**config.mk**
```make
export PLATFORM = sky130hd
export DESIGN_NAME = vend_reset_seq
export DESIGN_NICKNAME = d
export VERILOG_FILES = /design/src/rtl/vend_reset_seq.sv
export SDC_FILE = /design/constraint.sdc
export NUM_CORES = 1
export LEC_CHECK = 0
export CAP_MARGIN = 10
export CORE_MARGIN = 2
export CORE_UTILIZATION = 30
export CTS_CLUSTER_DIAMETER = 50
export DETAILED_ROUTE_END_ITERATION = 8
export PLACE_DENSITY_LB_ADDON = 0.25
export SLEW_MARGIN = 20
export SYNTH_ARGS = -nofsm -noshare
export SYNTH_HDL_FRONTEND = slang
export SYNTH_SLANG_ARGS = --single-unit
export TNS_END_PERCENT = 100
```
**constraint.sdc**
```tcl
create_clock -name clk -period 4.15 [get_ports clk]
set_clock_uncertainty 0.05 [all_clocks]
set_input_delay 1.0375 -clock clk [delete_from_list [all_inputs] [get_ports clk]]
set_output_delay 1.0375 -clock clk [all_outputs]
set_load 0.02 [all_outputs]
```
**src/rtl/vend_reset_seq.sv**
```systemverilog
// Purpose: sequences the board reset and the FSM auto-reset requests into one registered sys_rst_n.
// Latency: sys_rst_n rises 2+HOLD_CYCLES edges after rst_n release; an auto pulse starts 3 edges after req is first sampled.
// Backpressure: 4-phase req/ack; ack holds until req_s drops (optional ACK timeout: VEND_RST_TIMEOUT_EN).
module vend_reset_seq #(
    parameter int HOLD_CYCLES    = 16,
    parameter int PULSE_CYCLES   = 4,
    parameter int TIMEOUT_CYCLES = 255,
    parameter int CNT_W          = 8
) (
    input  logic             clk,
    input  logic             rst_n,
    input  logic             req,
    output logic             sys_rst_n,
    output logic             ack,
    output logic             busy,
    output logic [CNT_W-1:0] auto_cnt,
    output logic             err
);

    // One shared phase counter, sized for the longest interval it has to time.
    localparam int MAX_HP  = (HOLD_CYCLES > PULSE_CYCLES) ? HOLD_CYCLES : PULSE_CYCLES;
    localparam int MAX_ALL = (MAX_HP > TIMEOUT_CYCLES) ? MAX_HP : TIMEOUT_CYCLES;
    localparam int CW      = $clog2(MAX_ALL + 1);

    // Terminal counts: the counter is cleared on state entry, so the exit
    // edge is the one that sees N-1.
    localparam logic [CW-1:0] HOLD_LAST  = CW'(HOLD_CYCLES - 1);
    localparam logic [CW-1:0] PULSE_LAST = CW'(PULSE_CYCLES - 1);
`ifdef VEND_RST_TIMEOUT_EN
    localparam logic [CW-1:0] TMO_LAST   = CW'(TIMEOUT_CYCLES - 1);
`endif

    typedef enum logic [1:0] {
        S_HOLD   = 2'd0,
        S_IDLE   = 2'd1,
        S_ASSERT = 2'd2,
        S_ACK    = 2'd3
    } state_t;

    state_t          state;
    logic [CW-1:0]   cnt;
    logic            rst_m;
    logic            rst_s;
    logic            req_m;
    logic            req_s;

`ifdef VEND_RST_TIMEOUT_EN
    // Set after a timeout so IDLE ignores the same stuck-high request.
    logic            rearm_blk;
`endif

    // Board reset: asserts immediately, release is re-timed through two flops.
    always_ff @(posedge clk or negedge rst_n) begin
        if (!rst_n) begin
            rst_m <= 1'b0;
            rst_s <= 1'b0;
        end else begin
            rst_m <= 1'b1;
            rst_s <= rst_m;
        end
    end

    // Request arrives from another timing domain; plain level synchronizer.
    always_ff @(posedge clk or negedge rst_n) begin
        if (!rst_n) begin
            req_m <= 1'b0;
            req_s <= 1'b0;
        end else begin
            req_m <= req;
            req_s <= req_m;
        end
    end

    // Sequencer FSM; every output is a register written alongside the state.
    always_ff @(posedge clk or negedge rst_n) begin
        if (!rst_n) begin
            state     <= S_HOLD;
            cnt       <= '0;
            sys_rst_n <= 1'b0;
            busy      <= 1'b1;
            ack       <= 1'b0;
            auto_cnt  <= '0;
`ifdef VEND_RST_TIMEOUT_EN
            err       <= 1'b0;
            rearm_blk <= 1'b0;
`endif
        end else begin
            case (state)
                // Stretch the board reset once the synchronized release lands.
                S_HOLD: begin
                    if (rst_s) begin
                        if (cnt == HOLD_LAST) begin
                            state     <= S_IDLE;
                            cnt       <= '0;
                            sys_rst_n <= 1'b1;
                            busy      <= 1'b0;
                        end else begin
                            cnt <= cnt + 1'b1;
                        end
                    end
                end

                // Wait for a request level; no edge detection.
                S_IDLE: begin
`ifdef VEND_RST_TIMEOUT_EN
                    if (rear_blk_hold(rearm_blk)) begin
                        if (!req_s) begin
                            rearm_blk <= 1'b0;
                        end
                    end else if (req_s) begin
                        state     <= S_ASSERT;
                        cnt       <= '0;
                        sys_rst_n <= 1'b0;
                        busy      <= 1'b1;
                    end
`else
                    if (req_s) begin
                        state     <= S_ASSERT;
                        cnt       <= '0;
                        sys_rst_n <= 1'b0;
                        busy      <= 1'b1;
                    end
`endif
                end

                // Fixed-width pulse, independent of what req does meanwhile.
                S_ASSERT: begin
                    if (cnt == PULSE_LAST) begin
                        state     <= S_ACK;
                        cnt       <= '0;
                        sys_rst_n <= 1'b1;
                        busy      <= 1'b0;
                        ack       <= 1'b1;
                        if (auto_cnt != '1) begin
                            auto_cnt <= auto_cnt + 1'b1;
                        end
                    end else begin
                        cnt <= cnt + 1'b1;
                    end
                end

                // Hold ack until the requester withdraws; a stuck req never retriggers.
                S_ACK: begin
                    if (!req_s) begin
                        state <= S_IDLE;
                        cnt   <= '0;
                        ack   <= 1'b0;
`ifdef VEND_RST_TIMEOUT_EN
                    end else if (cnt == TMO_LAST) begin
                        state     <= S_IDLE;
                        cnt       <= '0;
                        ack       <= 1'b0;
                        err       <= 1'b1;
                        rearm_blk <= 1'b1;
                    end else begin
                        cnt <= cnt + 1'b1;
`endif
                    end
                end

                default: begin
                    state     <= S_HOLD;
                    cnt       <= '0;
                    sys_rst_n <= 1'b0;
                    busy      <= 1'b1;
                    ack       <= 1'b0;
                end
            endcase
        end
    end

`ifdef VEND_RST_TIMEOUT_EN
    // Readability helper for the IDLE re-arm test.
    function automatic logic rear_blk_hold(input logic blk);
        return blk;
    endfunction
`else
    // Without the timeout there is nothing that can flag an error.
    assign err = 1'b0;
`endif

endmodule

```
== Word-level counts from Yosys, hierarchy flattened ==
Index checks and enable logic that the tools add are counted.
Storage, ports and cells
  bits in registers: 25
  bits of input ports: 3
  output and inout bits: 12
  logic and storage cells: 55
Operators by class
  add/subtract/negate cells: 2
  equal/unequal tests: 11
  muxes and demuxes: 24
  reduce and logical (&&, ||, !) cells: 8
Operators by type and width (number)
  2-to-1 mux 8 bit: 5
  case mux 8 bit (4 select lines): 1
  adder 8 x 1 -> 8 bit, second input constant: 2
  2-to-1 mux 2 bit: 5
  inequality test 2 bit, second input constant: 5
  AND reduction 5 bit: 2
  2-to-1 mux 1 bit: 9
  AND reduction 3 bit: 3
  equality test 8 x 2 -> 1 bit, second input constant: 1
  equality test 8 x 4 -> 1 bit, second input constant: 1
  inequality test 8 bit, second input constant: 1
  case mux 2 bit (4 select lines): 1
  case mux 1 bit (3 select lines): 2
  equality test 2 bit, second input constant: 2
  nonzero test 3 bit: 1
  equality test 2 x 1 -> 1 bit, second input constant: 1
  zero test 2 bit: 1
  case mux 1 bit (2 select lines): 1
  nonzero test 2 bit: 1

== Logic depth before layout (Yosys ltp) ==
  depth in word-level cells: 4
  gate-level depth with buffers: 7
  gate-level depth less buffers: 6

== Worst setup path before layout ==
Ideal clock, no wire load.
  kind: reg2reg
  start: register state[0]
  end: register busy
  arrival: 1893 ps
  slack: 2122 ps
  stages on the path, launching flop included: 7
  path buffers: 0
  cell sequence: dfrtp_1 -> inv_1 -> ha_1 -> nor2b_1 -> or2_2 -> a2111oi_2 -> mux2_1
On the way
  longest elaborated chain between the ends: 3
RTL lines
  from (decl): RTL line 40  | state_t state;
  from (signal assigned): RTL line 77  | state <= S_HOLD;
  from (signal assigned): RTL line 93  | state <= S_IDLE;
  from (signal assigned): RTL line 118  | state <= S_ASSERT;
  equality test 2 bit, or another cell as far along: RTL line 88  | case (state)
  inequality test 2 bit (no source line) or nonzero test 3 bit (tied branches)
  AND reduction 5 bit (no source line)
  to (signal assigned): RTL line 80  | busy <= 1'b1;
  to (signal assigned): RTL line 96  | busy <= 1'b0;
  to (signal assigned): RTL line 121  | busy <= 1'b1;
  to (decl): RTL line 15  | output logic busy,
Parallel ways exist; a longest one is shown, timed or not.
A chain may end at the register's enable or synchronous reset.

== Final worst setup path ==
  start: register busy
  end: output busy
No word-level cell between the ends.

==> summary by stage <==
Yosys
The post-synthesis cell type count is 38. After synthesis the cells add up to 1350 µm². Summed over all instances, the cell type with the most area after synthesis is sky130_fd_sc_hd__dfrtp_1. The register bit count reported by yosys is 25. The number of instances in the synthesized netlist is 131.

After synthesis, flip-flops and latches occupy 46.4% of the total area. The count of synthesis-stage warnings from yosys is 0. The fraction of synthesis flops using an asynchronous set or reset pin is 100%. The post-synthesis average cell area is 10.3 µm².

The portion of synthesized cell area occupied by the leading cell type is 44.4%. Yosys attributes the largest share of cell area to sky130_fd_sc_hd__dfrtp_1 44%, sky130_fd_sc_hd__ha_1 8.3%, sky130_fd_sc_hd__xor2_1 3.9%, sky130_fd_sc_hd__nand3_1 3.7%, sky130_fd_sc_hd__nand2_1 3.1%. The number of nets in the synthesized netlist is 143. Among all flip-flop cells after synthesis, the most frequent one is sky130_fd_sc_hd__dfrtp_1. The number of enable flip-flop cells after synthesis is 0.

Final layout
Compared with the post-synthesis result, the final layout area differs by 16.4%. The post-route netlist has 9.66% of its cells at a drive strength greater than 1. The number of antenna repair diodes is 0.

In the layout the commonest cells are 24 x sky130_fd_sc_hd__dfrtp_1, 12 x sky130_fd_sc_hd__clkdlybuf4s50_1, 11 x sky130_fd_sc_hd__nand2_1. Registers take 627 µm². The number of nets in the final layout is 158. After filler insertion, the fill cell instance count of the layout stands at 422. The library cell used most frequently in the layout, excluding fill and tap cells, is sky130_fd_sc_hd__dfrtp_1. In the final layout, the multi-input gates occupy 676 µm². The cell area after layout is 1570 µm².

Setup path
The kind of cell with the highest combined delay on the critical path is buffers and inverters. The critical path goes through clkdlybuf4s50_1. The largest stage delay on the critical path is 0.59 ns. The worst setup path is captured at a primary output. Data on the critical path is required at its endpoint by 3.06 ns.

The highest fanout seen on the critical path is 2. The data arrival time of the critical path is 1.39 ns. STA classifies the critical path startpoint as a register. The critical path's slowest cell is sky130_fd_sc_hd__clkdlybuf4s50_1. The number of buffers and inverters on the critical path is 1. The worst setup path category is reg2out.

Flow run
Max-cap violations in this run came to 0.

Placed design
The congestion estimate from routability-driven global placement came to 0.763. The HPWL after detailed placement is 1.77 mm. The area of placed instances is 1530 µm². In this run the tool buffered the top-level ports with 13 buffer cells.

Clocking
The tree is rooted in a sky130_fd_sc_hd__clkbuf_8. The clock-pin slew of the registers on the worst-case setup and hold paths is 0.08 ns. The number of hold buffers added after CTS was 0.

The buffer levels on the longest clock path is 2. TritonCTS created 3 clock buffers. CTS built an H-tree with a depth of 1. Buffers added to address setup during post-CTS repair amount to 0.

The number of gates resized after CTS is 0. The clock latency reported for the late side of the worst-skew pair is 0.26 ns. The clock sink count is 25. TritonCTS built the clock tree.

Power
The switching fraction of total power is 37.1%. The clock group share of total power is 17.4%. For this design the total switching power over the nets is 0.301 mW. Combinational logic burns 42.3% of the power. The static leakage power is 0.721 nW.

VDD sags by at most 252 µV. The internal power of the cells totals 0.510 mW. The overall power is 0.811 mW. The sequential fraction of design power is 40.2%.

The power per standard cell area is 516 nW/µm².

STA
The number of max-slew violations in the final report is 0. After routing, the total negative slack on setup checks comes to 0 ns. On the final layout, the worst hold slack is 0.305 ns. For the pin with the worst max-slew slack, the measured transition is 0.700 ns. The highest attainable clock frequency is 404 MHz. Setup repair after global routing left no endpoint under its margin. The worst pin sits at a relative slew slack of 53.0%. Setup violations remaining at the end of the flow were counted as 0. The final period utilization is 59.6%.

The final period demand of the worst path is 2.47 ns. The count of endpoints failing hold in the final timing report was 0.

Routing
Dividing the detail-routed wire length by the instance count gives 12.2 µm. The detail route stage leaves a number of antenna-violating nets equal to 0. The number of remaining DRC errors is 0. The final wirelength is 2.40 mm. The first detailed-routing pass took 4 iterations.

The total met2 wirelength after detailed routing is 1.06 mm. The detailed-route wire length on metal 1 is 1.24 mm. The total via count in the routed design is 944. For this block, the initial DRC count from the detailed router was 57. In the detailed route, the total length drawn on met3 is 89 µm. The uppermost layer routed is met4.

The via density per instance is 4.79.

Floorplan
The height of the die is 71.1 µm. The area of the placeable core is 4350 µm². Once the floorplan was initialized, standard cells occupied 31.0% of the core. After floorplanning, the core was divided into 24 placement rows. Pin placement for this block handled 15 I/O pins. The overall die area is 5060 µm².

The die width is 71.1 µm.

GRT
The first global-routing pass estimated 4.04 mm of wire. The global route total overflow is 0. The number of global-route vias before repair is 891. The initial antenna violation count is 0.

For this run, the total global-route usage over all layers was measured as 9.98%. Entering global routing, the biggest net connects 26 pins.

Run status
The flow ran to the end, and the final reports show no timing, DRC or antenna violations.

Worst hold path
In this run the worst hold path is classified as reg2reg.
registers in the layout, summed over array words and instances (netlist names):
| signal | flops |
|---|---|
| cnt | 8 |
| sys_rst_n | 1 |
| rst_s | 1 |
| ack | 1 |
| req_s | 1 |
| rst_m | 1 |
| req_m | 1 |
| state | 2 |
| auto_cnt | 8 |
| busy | 1 |
synthesized netlist by cell type (2+ instances only):
| cell | n |
|---|---|
| sky130_fd_sc_hd__conb_1 | 2 |
| sky130_fd_sc_hd__nor3_1 | 4 |
| sky130_fd_sc_hd__clkbuf_1 | 2 |
| sky130_fd_sc_hd__ha_1 | 9 |
| sky130_fd_sc_hd__mux2i_1 | 4 |
| sky130_fd_sc_hd__nand4_1 | 3 |
| sky130_fd_sc_hd__nor4_1 | 3 |
| sky130_fd_sc_hd__nor2b_1 | 2 |
| sky130_fd_sc_hd__a31oi_1 | 3 |
| sky130_fd_sc_hd__nand3_1 | 10 |
| sky130_fd_sc_hd__dfrtp_1 | 24 |
| sky130_fd_sc_hd__o21ai_0 | 8 |
| sky130_fd_sc_hd__and3_1 | 3 |
| sky130_fd_sc_hd__inv_1 | 9 |
| sky130_fd_sc_hd__or3_1 | 2 |
| sky130_fd_sc_hd__o22ai_1 | 3 |
| sky130_fd_sc_hd__xor2_1 | 6 |
| sky130_fd_sc_hd__nor3b_1 | 2 |
| sky130_fd_sc_hd__nor2_1 | 3 |
| sky130_fd_sc_hd__nand2_1 | 11 |
power groups by stage:
stage,Clock [mW],Combinational (mW),Sequential [mW]
2_1_floorplan,0,0.237,0.349
3_3_place_gp,0,0.346,0.330
3_5_place_dp,0,0.347,0.332
5_1_grt,0.162,0.383,0.332
4_1_cts,0.152,0.348,0.327
6_report,0.141,0.343,0.326
worst register-to-register path, stage by stage, from the launching register on:
cell and delay (ns):
sky130_fd_sc_hd__dfrtp_1 0.43, sky130_fd_sc_hd__inv_1 0.11, sky130_fd_sc_hd__ha_1 0.25, sky130_fd_sc_hd__nor2b_1 0.17, sky130_fd_sc_hd__or2_2 0.32, sky130_fd_sc_hd__a2111oi_2 0.40
sky130_fd_sc_hd__mux2_1 0.36
cell families after synthesis:
logic type      after synthesis  synth area share (%)
compound gates               19                  9.26
flops                        25                  46.4
fa+ha+maj                     9                  8.33
mux                           7                  5.74
xor+xnor                      7                  4.54
simple gates                 50                  21.6
other cells                   2                 0.556
buf+inv                      12                  3.61
final timing paths:
| kind | from | to | slack (ns) | cells after the start |
|---|---|---|---|---|
| worst max register to register | state[0] | busy | 1.98 | 6 |
| worst max-delay path | busy | busy | 1.68 | 1 |
| min in group asynchronous | rst_n | cnt[5] | 0.70 | 1 |
| worst min-delay path | req_m | req_s | 0.30 | 0 |
| max in group asynchronous | rst_n | busy | 2.97 | 1 |
| worst min register to register | req_m | req_s | 0.30 | 0 |
area by class of cell:
type | count | area share [%]
Tap cell | 52 | 4.14
Sequential cell | 25 | 39.9
Multi-Input combinational cell | 94 | 43.0
Timing Repair Buffer | 13 | 7.96
Clock inverter | 1 | 0.318
Clock buffer | 3 | 2.63
Inverter | 9 | 2.15
layer usage:
layer	vias to the layer above	GRT usage, %
li1	488	-
met2	13	15.1
met5	-	0
met3	2	3.70
met4	0	2.31
met1	441	13.7
through the flow:
stage / setup slack (ns) / std cells / utilization [%]
after CTS: 1.66 / 197 / 36.1
after global placement: 1.68 / 193 / 35.2
final: 1.68 / 197 / 36.1
after global routing: 1.64 / 197 / 36.1
after floorplan: 2.12 / 131 / -
after detailed placement: 1.96 / 193 / 35.1
Power figures use the tool's default switching activity.
